**src/rtl/cpu_pkg.sv**
```systemverilog
// cpu_pkg: opcodes, flag bit positions and execute-stage states shared across the CPU.
package cpu_pkg;
    localparam logic [3:0] OP_ADD   = 4'd0;
    localparam logic [3:0] OP_SUB   = 4'd1;
    localparam logic [3:0] OP_AND   = 4'd2;
    localparam logic [3:0] OP_OR    = 4'd3;
    localparam logic [3:0] OP_XOR   = 4'd4;
    localparam logic [3:0] OP_NOT   = 4'd5;
    localparam logic [3:0] OP_SLL   = 4'd6;
    localparam logic [3:0] OP_SRL   = 4'd7;
    localparam logic [3:0] OP_SRA   = 4'd8;
    localparam logic [3:0] OP_PASSB = 4'd9;
    localparam logic [3:0] OP_CMP   = 4'd10;
    localparam logic [3:0] OP_MUL   = 4'd11;
    localparam int F_Z = 3;
    localparam int F_N = 2;
    localparam int F_C = 1;
    localparam int F_V = 0;
    typedef enum logic {ST_IDLE = 1'b0, ST_MUL = 1'b1} state_t;
endpackage

```
**src/rtl/alu_exec_if.sv**
```systemverilog
// alu_exec_if: operand/result bundle between operand-select, execute and writeback.
interface alu_exec_if #(parameter int WIDTH = 16);
    logic             en_in;
    logic [WIDTH-1:0] alu_a;
    logic [WIDTH-1:0] alu_b;
    logic [3:0]       alu_op;
    logic [WIDTH-1:0] alu_out;
    logic [3:0]       flags;
    logic             reg_we;
    logic             en_out;
    logic             busy;
    logic             drop;
    modport master (output en_in, alu_a, alu_b, alu_op,
                    input  alu_out, flags, reg_we, en_out, busy, drop);
    modport slave  (input  en_in, alu_a, alu_b, alu_op,
                    output alu_out, flags, reg_we, en_out, busy, drop);
endinterface

```
**src/rtl/alu_mul_seq.sv**
```systemverilog
// alu_mul_seq: shift-add multiplier, one multiplier bit per edge, done on its last MUL edge.
module alu_mul_seq
    import cpu_pkg::*;
#(
    parameter int WIDTH      = 16,
    parameter int MUL_CYCLES = 16
) (
    input  logic               clk,
    input  logic               rst,
    input  logic               start,
    input  logic [WIDTH-1:0]   a,
    input  logic [WIDTH-1:0]   b,
    output logic               busy,
    output logic               done,
    output logic [2*WIDTH-1:0] product
);
    localparam int CW = $clog2(MUL_CYCLES);
    localparam logic [CW-1:0] LAST = CW'(MUL_CYCLES - 2);
    state_t state, state_n;
    logic [2*WIDTH-1:0] mcand, acc, pp0, pp1;
    logic [WIDTH-1:0] mplier;
    logic [CW-1:0] cnt, cnt_n;
    assign cnt_n = cnt + 1'b1;
    // The final edge folds in the top two bits so the product lands one edge
    // earlier than a plain bit-per-edge loop would allow.
    assign pp0     = mplier[cnt]   ? mcand << cnt   : '0;
    assign pp1     = mplier[cnt_n] ? mcand << cnt_n : '0;
    assign product = acc + pp0 + pp1;
    assign busy    = state == ST_MUL;
    always_comb begin
        state_n = state;
        done    = 1'b0;
        if (state == ST_IDLE && start) state_n = ST_MUL;
        if (state == ST_MUL && cnt == LAST) begin
            state_n = ST_IDLE;
            done    = 1'b1;
        end
    end
    always_ff @(posedge clk or negedge rst) begin
        if (!rst) begin
            state  <= ST_IDLE;
            mcand  <= '0;
            mplier <= '0;
            acc    <= '0;
            cnt    <= '0;
        end else begin
            state <= state_n;
            if (state == ST_IDLE && start) begin
                mcand  <= {{WIDTH{1'b0}}, a};
                mplier <= b;
                acc    <= '0;
                cnt    <= '0;
            end else if (busy) begin
                acc <= acc + pp0;
                cnt <= cnt_n;
            end
        end
    end
endmodule

```
**src/rtl/alu_exec.sv**
```systemverilog
// alu_exec: execute stage; single-cycle ALU, sequenced MUL, registered result/flags/strobes.
module alu_exec
    import cpu_pkg::*;
#(
    parameter int WIDTH      = 16,
    parameter int MUL_CYCLES = 16
) (
    input logic       clk,
    input logic       rst,
    alu_exec_if.slave bus
);
    logic [WIDTH:0]     sum, dif, sll_x, srl_x, sra_x;
    logic [WIDTH-1:0]   a, b, res;
    logic [3:0]         shamt, nf, mf;
    logic [2*WIDTH-1:0] product;
    logic               c, v, accept, writes, sets_flags, mul_busy, mul_done;
    assign a          = bus.alu_a;
    assign b          = bus.alu_b;
    assign shamt      = b[3:0];
    assign sum        = {1'b0, a} + {1'b0, b};
    assign dif        = {1'b0, a} - {1'b0, b};
    // One guard bit on each shift catches the last bit shifted out (0 for amount 0).
    assign sll_x      = {1'b0, a} << shamt;
    assign srl_x      = {a, 1'b0} >> shamt;
    assign sra_x      = $signed({a, 1'b0}) >>> shamt;
    assign accept     = bus.en_in & ~mul_busy;
    assign writes     = bus.alu_op <= OP_PASSB;
    assign sets_flags = bus.alu_op <= OP_CMP;
    assign bus.busy   = mul_busy;
    always_comb begin
        res = '0;
        c   = 1'b0;
        v   = 1'b0;
        case (bus.alu_op)
            OP_ADD:         begin res = sum[WIDTH-1:0]; c = sum[WIDTH];
                                  v = (a[WIDTH-1] == b[WIDTH-1]) && (sum[WIDTH-1] != a[WIDTH-1]); end
            OP_SUB, OP_CMP: begin res = dif[WIDTH-1:0]; c = dif[WIDTH];
                                  v = (a[WIDTH-1] != b[WIDTH-1]) && (dif[WIDTH-1] != a[WIDTH-1]); end
            OP_AND:         res = a & b;
            OP_OR:          res = a | b;
            OP_XOR:         res = a ^ b;
            OP_NOT:         res = ~a;
            OP_SLL:         begin res = sll_x[WIDTH-1:0]; c = sll_x[WIDTH]; end
            OP_SRL:         begin res = srl_x[WIDTH:1];   c = srl_x[0];     end
            OP_SRA:         begin res = sra_x[WIDTH:1];   c = sra_x[0];     end
            OP_PASSB:       res = b;
            default:        res = '0;
        endcase
        nf      = '0;
        nf[F_Z] = res == '0;
        nf[F_N] = res[WIDTH-1];
        nf[F_C] = c;
        nf[F_V] = v;
        mf      = '0;
        mf[F_Z] = product[WIDTH-1:0] == '0;
        mf[F_N] = product[WIDTH-1];
        mf[F_C] = |product[2*WIDTH-1:WIDTH];
        mf[F_V] = |product[2*WIDTH-1:WIDTH];
    end
    alu_mul_seq #(.WIDTH(WIDTH), .MUL_CYCLES(MUL_CYCLES)) u_mul (
        .clk     (clk),
        .rst     (rst),
        .start   (accept && bus.alu_op == OP_MUL),
        .a       (a),
        .b       (b),
        .busy    (mul_busy),
        .done    (mul_done),
        .product (product)
    );
    always_ff @(posedge clk or negedge rst) begin
        if (!rst) begin
            bus.alu_out <= '0;
            bus.flags   <= '0;
            bus.reg_we  <= 1'b0;
            bus.en_out  <= 1'b0;
            bus.drop    <= 1'b0;
        end else begin
            bus.en_out <= mul_done | (accept && bus.alu_op != OP_MUL);
            bus.reg_we <= mul_done | (accept && writes);
            bus.drop   <= bus.en_in & mul_busy;
            if (mul_done) begin
                bus.alu_out <= product[WIDTH-1:0];
                bus.flags   <= mf;
            end else if (accept) begin
                if (writes) bus.alu_out <= res;
                if (sets_flags) bus.flags <= nf;
            end
        end
    end
endmodule

```
**src/flat_wrapper.sv**
```systemverilog
// flat-port wrapper written by rule: the top's interface ports become plain ports
module alu_exec_flat import cpu_pkg::*;
#(
    parameter int WIDTH      = 16,
    parameter int MUL_CYCLES = 16
)
  (clk, rst, bus_en_in, bus_alu_a, bus_alu_b, bus_alu_op, bus_alu_out, bus_flags, bus_reg_we, bus_en_out, bus_busy, bus_drop);
  alu_exec_if #(.WIDTH(WIDTH)) bus_i ();
  input logic clk;
  input logic rst;
  input wire logic [$bits(bus_i.en_in)-1:0] bus_en_in;
  input wire logic [$bits(bus_i.alu_a)-1:0] bus_alu_a;
  input wire logic [$bits(bus_i.alu_b)-1:0] bus_alu_b;
  input wire logic [$bits(bus_i.alu_op)-1:0] bus_alu_op;
  output wire logic [$bits(bus_i.alu_out)-1:0] bus_alu_out;
  output wire logic [$bits(bus_i.flags)-1:0] bus_flags;
  output wire logic [$bits(bus_i.reg_we)-1:0] bus_reg_we;
  output wire logic [$bits(bus_i.en_out)-1:0] bus_en_out;
  output wire logic [$bits(bus_i.busy)-1:0] bus_busy;
  output wire logic [$bits(bus_i.drop)-1:0] bus_drop;
  assign bus_i.en_in = bus_en_in;
  assign bus_i.alu_a = bus_alu_a;
  assign bus_i.alu_b = bus_alu_b;
  assign bus_i.alu_op = bus_alu_op;
  assign bus_alu_out = bus_i.alu_out;
  assign bus_flags = bus_i.flags;
  assign bus_reg_we = bus_i.reg_we;
  assign bus_en_out = bus_i.en_out;
  assign bus_busy = bus_i.busy;
  assign bus_drop = bus_i.drop;
  alu_exec #(.WIDTH(WIDTH), .MUL_CYCLES(MUL_CYCLES)) u_core (.clk(clk), .rst(rst), .bus(bus_i));
endmodule
```
**config.mk**
```make
export PLATFORM = sky130hd
export DESIGN_NAME = alu_exec_flat
export DESIGN_NICKNAME = d
export VERILOG_FILES = /design/src/rtl/cpu_pkg.sv /design/src/rtl/alu_exec_if.sv /design/src/rtl/alu_mul_seq.sv /design/src/rtl/alu_exec.sv /design/src/flat_wrapper.sv
export SDC_FILE = /design/constraint.sdc
export NUM_CORES = 1
export LEC_CHECK = 0
export CORE_MARGIN = 2
export CORE_UTILIZATION = 35
export DETAILED_ROUTE_END_ITERATION = 10
export DONT_BUFFER_PORTS = 1
export HOLD_SLACK_MARGIN = 0.03
export SLEW_MARGIN = 10
export SYNTH_ARGS = -nofsm -noshare
export SYNTH_HDL_FRONTEND = slang
export SYNTH_SLANG_ARGS = --single-unit
```
**constraint.sdc**
```tcl
create_clock -name clk -period 9.95 [get_ports clk]
set_input_delay 1.4925 -clock clk [delete_from_list [all_inputs] [get_ports clk]]
set_output_delay 1.4925 -clock clk [all_outputs]
set_load 0.03 [all_outputs]
```
==> flow_summary.json <==
{
  "startpoint_type": "flip-flop",
  "final_core_util_pct": 37.15,
  "grt.overflow.total": 0,
  "die_h_um": 200.4,
  "drtIter0Drc": 1489,
  "swShare_pct": 55.22,
  "pwr-share-clk_pct": 9.3,
  "fin_skew_ns": 0.01861,
  "ant_nets": 0,
  "area_growth_pct": 4.182,
  "vias": 13540,
  "fmax_mhz": 126.2,
  "antenna_found_initial": 0,
  "hp-class": "flip-flop to flip-flop",
  "worstSkewPairLatency_ns": 0.37,
  "post_cts_buffers": 0,
  "cts-root-buf": "clkbuf_16",
  "p_seq_share_pct": 20.5,
  "postSynthNetCount": 1901,
  "finalCritPeriodShare_pct": 79.63,
  "final_nets": 1811,
  "post_drt_wl_per_cell_um": 22.97,
  "wirelength_mm": 49.87,
  "numCtsBuffers": 9,
  "port_buffers": 0,
  "pre_cts_slack_ns": 2.248,
  "cts_tree": "done",
  "internal_power_mw": 1.730,
  "path_max_fanout": 34,
  "cts.reportedPaths.clkPinSlew_ns": 0.08,
  "async_reset_ff_share_pct": 100.0,
  "grt_pass1_vias": 13140,
  "crit_arrival_ns": 8.13,
  "grt_use_total_pct": 24.30,
  "holdWs_ns": 0.5183,
  "rsz0062_at_grt": "false",
  "ys_types": 94,
  "finalHoldViolCount": 0,
  "post-route-min-period_ns": 7.923,
  "path_class": "flip-flop to flip-flop",
  "design.die.area_sq_um": 40140,
  "powerDensity_nw_per_um2": 274.7,
  "nFillCells": 3976,
  "postCtsHoldBufs": 0,
  "p_leak_nw": 5.976,
  "dr.pass1.iters": 8,
  "ir_worst_vdd_v": 0.0001354,
  "coreArea_sq_um": 37840,
  "yosysWarnings": 0,
  "synth-edff-count": 0,
  "max_cap_violations": 0,
  "status": "completed",
  "layout-drive-gt1-share_pct": 7.651,
  "cts-htree-levels": 3,
  "clockBufferDepth": 2,
  "io_pins": 63,
  "yosysSeqAreaShare_pct": 17.06,
  "antenna_cells": 0,
  "grt_pass1_wl_mm": 77.51,
  "critPathRequiredTime_ns": 10.16,
  "setup_tns_ns": 0,
  "slew_viol_final": 0,
  "p_switching_mw": 2.133,
  "placed_cells": 2155,
  "ctsResizeCount": 0,
  "start_util_pct": 35.66,
  "timing.final.ws_setup_ns": 2.027,
  "synth_cells": 1745,
  "rows": 71,
  "layout.cells.non_filler": 2171,
  "dpl.hpwl_mm": 38.91,
  "pwr-share-comb_pct": 70.2,
  "gp_congestion": 0.9731,
  "ys_ff_latch": 92,
  "detail_route.vias_per_cell": 6.239,
  "grt_max_degree": 93,
  "syn_area_per_cell_sq_um": 7.733,
  "setup_violations": 0,
  "max-slew-margin-rel_pct": 23.01,
  "syn_area_sq_um": 13490,
  "clock_sinks": 92,
  "drc": 0,
  "die_w_um": 200.4,
  "synth_ff_type": "dfrtp_1",
  "cp-end-kind": "flip-flop",
  "tightest_slew_ns": 1.146
}
==> metrics by stage <==
step	cell area [sq um]	power (mW)
6_report	14060	3.863
5_1_grt	14060	4.151
4_1_cts	14060	3.835
3_5_place_dp	13770	3.457
3_3_place_gp	13770	3.446
2_1_floorplan	13490	2.749
==> cells in the final DEF, fill, tap and decap left out, types with 21 or more instances in the layout <==
master	count
nand4_1	21
nand3_1	26
nor2_1	161
a21oi_1	119
o211ai_1	23
a21o_1	39
o21a_1	22
dfrtp_1	90
xnor2_1	37
ha_1	113
nand2b_1	21
mux2i_1	56
nand2_1	216
a211oi_1	29
nor2b_1	25
mux4_2	45
inv_1	70
o21ai_0	146
nor3_1	27
o22ai_1	31
==> sequential cells by signal, indices dropped and copies added, names as in the netlist <==
| signal | cells |
|---|---|
| u_core.u_mul.acc | 32 |
| u_core.bus.alu_out | 16 |
| u_core.u_mul.mcand | 16 |
| u_core.u_mul.mplier | 16 |
| u_core.bus.flags | 4 |
| u_core.u_mul.cnt | 4 |
| u_core.bus.drop | 1 |
| u_core.bus.en_out | 1 |
| u_core.bus.reg_we | 1 |
| u_core.u_mul.busy | 1 |
==> path summary, 6_finish.rpt <==
path / start / endpoint / slack [ns] / cells after the start
worst max-delay path: u_core.u_mul.cnt[1] / u_core.bus.flags[0] / 2.03 / 25
worst min-delay path: u_core.u_mul.mplier[6] / u_core.u_mul.mplier[6] / 0.52 / 2
worst max register to register: u_core.u_mul.cnt[1] / u_core.bus.flags[0] / 2.03 / 25
worst min register to register: u_core.u_mul.mplier[6] / u_core.u_mul.mplier[6] / 0.52 / 2
max in group asynchronous: rst / u_core.bus.alu_out[10] / 8.93 / 0
min in group asynchronous: rst / u_core.u_mul.acc[24] / 0.82 / 0
==> synth_stat cells, drive strengths merged (15+ instances only) <==
library cell  count  share of area (%)
nand3            26               0.96
o211ai           23                1.3
a31oi            16               0.79
xnor2            37                2.4
nand2b           21               0.97
mux4             45                7.5
a21o             39                2.2
nand2           216                6.0
mux2i            56                4.2
buf              41                1.6
o22ai            31                1.4
xor2             16                1.0
o21bai           15               0.83
o21ai           151                5.6
clkbuf           74                2.1
nor3             27                1.0
a21oi           121                4.6
a211oi           29                1.6
ha              113                 10
dfrtp            92                 17
o21a             22                1.2
nor2b            25                1.2
inv              70                1.9
nor2            161                4.5
nand4            21               0.97
and2             20               0.93
==> cell type report <==
cell class	instances	area [sq um]	share of cell area, %
clock buffer	9	225.2	1.602
clock inverter	7	66.31	0.4717
inverter	72	270.3	1.922
multi-input combinational	1466	10450	74.31
sequential	92	2305	16.39
tap	511	639.4	4.548
timing repair buffer	14	105.1	0.7476
==> critical path: stages, from the launching register on <==
cell	delay, ns
dfrtp_1	0.33
buf_4	0.38
mux4_2	0.56
o21ai_0	0.41
o21bai_1	0.27
and2_1	0.48
a211oi_1	0.11
ha_1	0.46
nand3_1	0.11
nor2_1	0.12
nand2_1	0.07
o21bai_1	0.51
a21boi_0	0.28
o21bai_1	0.24
a21oi_1	0.11
xnor2_1	0.34
ha_1	0.38
nand2_1	0.18
nor3_1	0.27
o2111ai_1	0.25
a211oi_1	0.31
mux2_2	0.37
nor4_2	0.24
nand4_1	0.13
o41ai_2	0.63
o2111ai_1	0.20
==> cell families after synthesis <==
logic type	count (synthesis)	synth area share, %
AO/OA/AOI/OAI	595	29.56
flip-flops	92	17.06
buffers and inverters	187	5.628
multiplexers	114	12.75
XOR/XNOR	53	3.440
AND/OR/NAND/NOR	587	20.49
adder cells (fa/ha/maj)	117	11.07
==> power groups by stage <==
stage          Clock, mW  Combinational (mW)  Sequential (mW)
4_1_cts            0.366                2.68            0.791
5_1_grt            0.377                2.96            0.814
3_5_place_dp           0                2.66            0.797
6_report           0.359                2.71            0.791
3_3_place_gp           0                2.65            0.794
2_1_floorplan          0                2.04            0.705
==> routing by layer <==
metal | global-route usage, % | part of all wire (%) | up-vias
li1 | - | - | 6321
met1 | 30.16 | 41 | 6483
met2 | 40.96 | 46 | 597
met3 | 4.165 | 7.0 | 143
met4 | 11.59 | 5.4 | 0
met5 | 0 | 0 | -
No activity file was read; power rests on OpenSTA's default activity.
